File: src/rtl/uart_frame_pkg.sv
// Shared types and constants for the UART command-frame parser.
// The optional inter-byte timeout is enabled by defining UART_FRAME_PARSER_TIMEOUT_EN.
package uart_frame_pkg;

    typedef enum logic [2:0] {
        ST_IDLE = 3'd0,
        ST_CMD  = 3'd1,
        ST_LEN  = 3'd2,
        ST_DATA = 3'd3,
        ST_CSUM = 3'd4,
        ST_HOLD = 3'd5
    } state_e;

    localparam logic [1:0] ERR_OVERRUN = 2'b00;
    localparam logic [1:0] ERR_LEN     = 2'b01;
    localparam logic [1:0] ERR_CSUM    = 2'b10;
    localparam logic [1:0] ERR_TIMEOUT = 2'b11;

    localparam logic [7:0] HEADER_DEFAULT = 8'hA5;

endpackage

File: src/rtl/uart_frame_buf.sv
// Payload storage: one write port, one registered read port.
// Out-of-range addresses are masked by the parent, not here.
module uart_frame_buf #(
    parameter int DEPTH = 16,
    parameter int AW    = 4
) (
    input  logic          clk,
    input  logic          we,
    input  logic [AW-1:0] waddr,
    input  logic [7:0]    wdata,
    input  logic [AW-1:0] raddr,
    output logic [7:0]    rdata
);

    logic [7:0] mem [DEPTH];
    logic [7:0] rdata_q;

    always_ff @(posedge clk) begin
        if (we) begin
            mem[waddr] <= wdata;
        end
        rdata_q <= mem[raddr];
    end

    assign rdata = rdata_q;

endmodule

File: src/rtl/uart_frame_parser.sv
// Assembles HEADER/CMD/LEN/payload/CSUM frames from the UART byte stream and holds
// one checked frame until acknowledged. Define UART_FRAME_PARSER_TIMEOUT_EN for the inter-byte timeout.
module uart_frame_parser
    import uart_frame_pkg::*;
#(
    parameter logic [7:0] HEADER      = HEADER_DEFAULT,
    parameter int         MAX_LEN     = 16,
    parameter int         TIMEOUT_CYC = 640
) (
    input  logic                       clk,
    input  logic                       rst_n,
    input  logic [7:0]                 rx_data,
    input  logic                       rx_rdsig,
    output logic                       frame_valid,
    output logic [7:0]                 frame_cmd,
    output logic [7:0]                 frame_len,
    input  logic [$clog2(MAX_LEN)-1:0] rd_addr,
    output logic [7:0]                 rd_data,
    input  logic                       frame_ack,
    output logic                       err_pulse,
    output logic [1:0]                 err_code
);

    localparam int         AW        = $clog2(MAX_LEN);
    localparam logic [7:0] MAX_LEN_B = 8'(MAX_LEN);

    state_e     state_q, state_d;
    logic       rdsig_q;
    logic [7:0] cmd_q, cmd_d;
    logic [7:0] len_q, len_d;
    logic [7:0] csum_q, csum_d;
    logic [AW-1:0] cnt_q, cnt_d;
    logic       valid_q, valid_d;
    logic [7:0] fcmd_q, fcmd_d;
    logic [7:0] flen_q, flen_d;
    logic       err_pulse_q, err_pulse_d;
    logic [1:0] err_code_q, err_code_d;
    logic       mask_q, mask_d;
    logic       buf_we;
    logic [7:0] buf_rdata;
    logic       byte_stb;

    // One byte per rising edge of the receiver's ready level.
    assign byte_stb = rx_rdsig & ~rdsig_q;

`ifdef UART_FRAME_PARSER_TIMEOUT_EN
    localparam int TW = $clog2(TIMEOUT_CYC);
    logic [TW-1:0] tmo_q, tmo_d;
`else
    logic [31:0] tmo_cfg_unused;
    assign tmo_cfg_unused = TIMEOUT_CYC;
`endif

    always_comb begin
        state_d     = state_q;
        cmd_d       = cmd_q;
        len_d       = len_q;
        csum_d      = csum_q;
        cnt_d       = cnt_q;
        valid_d     = valid_q;
        fcmd_d      = fcmd_q;
        flen_d      = flen_q;
        err_pulse_d = 1'b0;
        err_code_d  = err_code_q;
        buf_we      = 1'b0;

        case (state_q)
            ST_IDLE: begin
                if (byte_stb && rx_data == HEADER) begin
                    state_d = ST_CMD;
                end
            end
            ST_CMD: begin
                if (byte_stb) begin
                    cmd_d   = rx_data;
                    csum_d  = rx_data;
                    state_d = ST_LEN;
                end
            end
            ST_LEN: begin
                if (byte_stb) begin
                    if (rx_data > MAX_LEN_B) begin
                        err_pulse_d = 1'b1;
                        err_code_d  = ERR_LEN;
                        state_d     = ST_IDLE;
                    end else begin
                        len_d   = rx_data;
                        csum_d  = csum_q + rx_data;
                        cnt_d   = '0;
                        state_d = (rx_data == 8'd0) ? ST_CSUM : ST_DATA;
                    end
                end
            end
            ST_DATA: begin
                if (byte_stb) begin
                    buf_we = 1'b1;
                    csum_d = csum_q + rx_data;
                    cnt_d  = cnt_q + 1'b1;
                    if (8'(cnt_q) == 8'(len_q - 8'd1)) begin
                        state_d = ST_CSUM;
                    end
                end
            end
            ST_CSUM: begin
                if (byte_stb) begin
                    if (rx_data == csum_q) begin
                        valid_d = 1'b1;
                        fcmd_d  = cmd_q;
                        flen_d  = len_q;
                        state_d = ST_HOLD;
                    end else begin
                        err_pulse_d = 1'b1;
                        err_code_d  = ERR_CSUM;
                        state_d     = ST_IDLE;
                    end
                end
            end
            ST_HOLD: begin
                // An ack releases the frame first, so a coincident byte is parsed as in IDLE.
                if (frame_ack) begin
                    valid_d = 1'b0;
                    state_d = (byte_stb && rx_data == HEADER) ? ST_CMD : ST_IDLE;
                end else if (byte_stb) begin
                    err_pulse_d = 1'b1;
                    err_code_d  = ERR_OVERRUN;
                end
            end
            default: begin
                state_d = ST_IDLE;
            end
        endcase

`ifdef UART_FRAME_PARSER_TIMEOUT_EN
        tmo_d = '0;
        if (state_q inside {ST_CMD, ST_LEN, ST_DATA, ST_CSUM} && !byte_stb) begin
            if (tmo_q == TW'(TIMEOUT_CYC - 1)) begin
                err_pulse_d = 1'b1;
                err_code_d  = ERR_TIMEOUT;
                state_d     = ST_IDLE;
            end else begin
                tmo_d = tmo_q + 1'b1;
            end
        end
`endif
    end

    // Read mask is captured alongside the RAM read so both line up one cycle later.
    always_comb begin
        mask_d = valid_q && (8'(rd_addr) < flen_q);
    end

    always_ff @(posedge clk or negedge rst_n) begin
        if (!rst_n) begin
            state_q     <= ST_IDLE;
            rdsig_q     <= 1'b0;
            cmd_q       <= '0;
            len_q       <= '0;
            csum_q      <= '0;
            cnt_q       <= '0;
            valid_q     <= 1'b0;
            fcmd_q      <= '0;
            flen_q      <= '0;
            err_pulse_q <= 1'b0;
            err_code_q  <= '0;
            mask_q      <= 1'b0;
        end else begin
            state_q     <= state_d;
            rdsig_q     <= rx_rdsig;
            cmd_q       <= cmd_d;
            len_q       <= len_d;
            csum_q      <= csum_d;
            cnt_q       <= cnt_d;
            valid_q     <= valid_d;
            fcmd_q      <= fcmd_d;
            flen_q      <= flen_d;
            err_pulse_q <= err_pulse_d;
            err_code_q  <= err_code_d;
            mask_q      <= mask_d;
        end
    end

`ifdef UART_FRAME_PARSER_TIMEOUT_EN
    always_ff @(posedge clk or negedge rst_n) begin
        if (!rst_n) begin
            tmo_q <= '0;
        end else begin
            tmo_q <= tmo_d;
        end
    end
`endif

    uart_frame_buf #(
        .DEPTH(MAX_LEN),
        .AW   (AW)
    ) u_buf (
        .clk  (clk),
        .we   (buf_we),
        .waddr(cnt_q),
        .wdata(rx_data),
        .raddr(rd_addr),
        .rdata(buf_rdata)
    );

    assign frame_valid = valid_q;
    assign frame_cmd   = fcmd_q;
    assign frame_len   = flen_q;
    assign rd_data     = mask_q ? buf_rdata : 8'h00;
    assign err_pulse   = err_pulse_q;
    assign err_code    = err_code_q;

endmodule

File: config.mk
export PLATFORM = sky130hd
export DESIGN_NAME = uart_frame_parser
export DESIGN_NICKNAME = d
export VERILOG_FILES = /design/src/rtl/uart_frame_pkg.sv /design/src/rtl/uart_frame_buf.sv /design/src/rtl/uart_frame_parser.sv
export SDC_FILE = /design/constraint.sdc
export NUM_CORES = 1
export LEC_CHECK = 0
export ABC_AREA = 1
export ABC_CLOCK_PERIOD_IN_PS = 2100
export CAP_MARGIN = 20
export CORE_MARGIN = 5
export CORE_UTILIZATION = 30
export CTS_CLUSTER_DIAMETER = 40
export DETAILED_ROUTE_END_ITERATION = 8
export GPL_TIMING_DRIVEN = 0
export PLACE_DENSITY = 0.57
export SLEW_MARGIN = 20
export SYNTH_ARGS = -nofsm -noshare
export SYNTH_HDL_FRONTEND = slang
export SYNTH_SLANG_ARGS = --single-unit
File: constraint.sdc
create_clock -name clk -period 2.1 [get_ports clk]
set_clock_uncertainty 0.15 [all_clocks]
set_input_delay 0.21 -clock clk [delete_from_list [all_inputs] [get_ports clk]]
set_output_delay 0.21 -clock clk [all_outputs]
set_load 0.05 [all_outputs]
==> flow_summary.yaml <==
floorplanning:
  io_pins: 44
  die_x_um: 178
  dieHeight_um: 178
  rows: 61
  die-area_um2: 31700
  initial_core_util_pct: 30.4
  core_um2: 27900
power_and_ir_drop:
  p_leak_nw: 4.18
  powerDensity_nw_per_um2: 938
  vdd_drop_max_mv: 0.538
routing:
  postRouteAntennaNets: 0
  finalWirelength_um: 20900
  wl_per_cell_um: 16.7
  dr.pass1.iters: 5
  via_per_inst: 4.69
  drtIter0Drc: 468
  drc_errors: 0
  vias: 5868
sta:
  finalCriticalPeriod_ns: 2.02
  fin_crit_sh_pct: 96.2
  whs_ns: 0.114
  worstMarginPinSlew_ns: 0.921
  setup_viol: 0
  fmaxAchievable_mhz: 495
  slew_viol_final: 0
  max-slew-margin-rel_pct: 38.6
  hold_violations: 0
setup_path:
  cp_data_required_time_ns: 2.06
  arrival_ns: 1.98
  r2r_cells: 9
  endpoint: "u_buf.mem[11][6]$_DFFE_PP_"
  timing.rr.start: "state_q[2]$_DFFE_PN0P_"
  crit_type: "reg2reg"
  rrSetupSlack_ns: 0.08
  critPathLaunch: "state_q[2]$_DFFE_PN0P_"
  critPathMaxFanout: 8
  reg2reg_to: "u_buf.mem[11][6]$_DFFE_PP_"
  endpoint_kind: "register"
  startpoint_type: "register"
worst_hold_path:
  holdCritPathClass: "in2reg"
synth:
  netlist_area_um2: 8470
  ys_ff_latch: 189
  yosys-top-cells-count: "147 x nand2_1, 128 x edfxtp_1, 91 x inv_1"
  yosysMostFrequentCell: "nand2_1"
  synth_seq_area_share_pct: 63.0
  synth_area_per_cell_um2: 10.9
  synth.distinct_cells: 41
  synthesis.nets: 811
  async_flop_share_pct: 28.0
  synthTopCellsByArea: "edfxtp_1 45%, dfrtp_1 16%, nand2_1 6.5%"
  synth-edff-count: 128
  yosys.area.top_type: "edfxtp_1"
  synth_ff_type: "edfxtp_1"
  syn_inst: 779
  synth_top_area_share_pct: 45.4
  yosys_warnings: 0
global_routing:
  track_usage_pct: 13.4
  grt_max_degree: 54
  grt_pass1_vias: 5766
  overflow: 0
  grt_pass1_wl_um: 32400
  grt_antenna_before_repair: 0
cells_and_area:
  area_growth_pct: 23.3
  drive_above_1_share_pct: 15.5
  num_antenna_cells: 0
  fin_nets: 892
  stdcell_count: 1251
clock_network:
  h-tree-depth: 4
  cts-root-buf: "clkbuf_16"
  clk_pin_slew_ns: 0.07
  cts_buffer_depth: 2
  clk_latency_ns: 0.43
  cts_sinks: 189
  cts_tree: "built"
  cts_buffers: 17
job:
  max_cap_viol_count: 0
placed_design:
  io_buffers: 42
  dp.cells: 1200
  dp_hpwl_um: 14200
  place_congestion: 0.854
run_status:
  status: "finished clean"
cell families (layout without fill, tap and decap cells):
family	count (synthesis)	in the layout	share of synthesized area [%]
buffers and inverters	127	221	6.12
XOR/XNOR	6	6	0.621
AND/OR/NAND/NOR	250	250	13.0
adder cells (fa/ha/maj)	16	16	2.45
multiplexers	32	32	3.78
AO/OA/AOI/OAI	159	159	11.0
flip-flops	189	189	63.0
layout by cell type (no fill, tap or decap), types with 12 or more instances in the layout:
master	count
clkdlybuf4s15_2	14
o21ai_1	14
clkdlybuf4s50_1	24
buf_4	13
nand3_1	33
o21ai_0	55
nand2_1	147
clkbuf_16	17
clkbuf_1	12
inv_1	91
dfrtp_1	53
nor2_1	20
ha_1	15
nor2_4	18
edfxtp_1	128
a21oi_1	40
o211ai_1	35
mux2i_1	32
state kept, by name, indices dropped and copies added, names as in the netlist:
name / cells
rdsig_q: 1
cnt_q: 4
u_buf.rdata: 8
frame_len: 8
frame_valid: 1
frame_cmd: 8
state_q: 3
len_q: 8
mask_q: 1
u_buf.mem: 128
err_pulse: 1
csum_q: 8
cmd_q: 8
err_code: 2
per-stage QoR:
stage	total power, mW	cell area (µm²)	worst slack (ns)	util [%]	TNS (ns)
5_1_grt	10.3	10400	-0.0191	37.5	-0.0985
3_3_place_gp	6.48	9360	-1.16	33.6	-143.79
2_1_floorplan	5.96	8470	0.0545	-	0
3_5_place_dp	6.50	9380	-1.07	33.7	-84.90
4_1_cts	9.67	10100	0.00691	36.3	0
6_report	9.79	10400	0.0803	37.5	0
timing repair:
item / CTS / global route
hold buffers: 1 / 0
setup endpoints to repair: 180 / 145
buffers inserted: 2 / 17
gates resized for setup: 79 / 20
pin swaps: 2 / 18
hold endpoints to repair: 53 / 0
worst min path at each step:
stage               slack (ns)                        to  depth (start not counted)                startpoint
finish                    0.11         rdsig_q$_DFF_PN0_                          1                  rx_rdsig
global route              0.11         rdsig_q$_DFF_PN0_                          1                  rx_rdsig
CTS                       0.10         rdsig_q$_DFF_PN0_                          1                  rx_rdsig
detailed placement        0.07       err_pulse$_DFF_PN0_                          2                     rst_n
global placement          0.31  frame_cmd[2]$_DFFE_PN0P_                          2  frame_cmd[2]$_DFFE_PN0P_
floorplan                -0.24      cmd_q[0]$_DFFE_PN0P_                          0                     rst_n
cell type report:
type	count	area (µm²)
buffer	28	150
clock buffer	18	429
clock inverter	14	129
fill	2728	17400
inverter	98	380
multi-input combinational	463	2810
sequential	189	5330
tap	378	473
timing repair buffer	63	738
power by group:
part           internal, mW  switching, mW
Sequential             4.25          0.204
Combinational         0.795           1.46
Clock                  1.56           1.52
Total                  6.61           3.18
metal layers:
layer,share of wire (%),wire length (µm),vias up,global-route usage [%]
li1,-,-,2830,-
met1,45,9360,2907,17.8
met2,49,10300,105,22.4
met3,3.7,780,26,2.31
met4,2.2,463,0,4.48
met5,0,0,-,0
worst max-delay path: stages (launching register included):
cell	delay [ns]
dfrtp_1	0.37
buf_6	0.14
nor2_8	0.15
inv_8	0.05
nor2_4	0.13
inv_4	0.07
nor2_8	0.11
buf_12	0.16
nand2_8	0.09
nor2_4	0.28
Note: power is estimated with default switching activity, not from simulation.
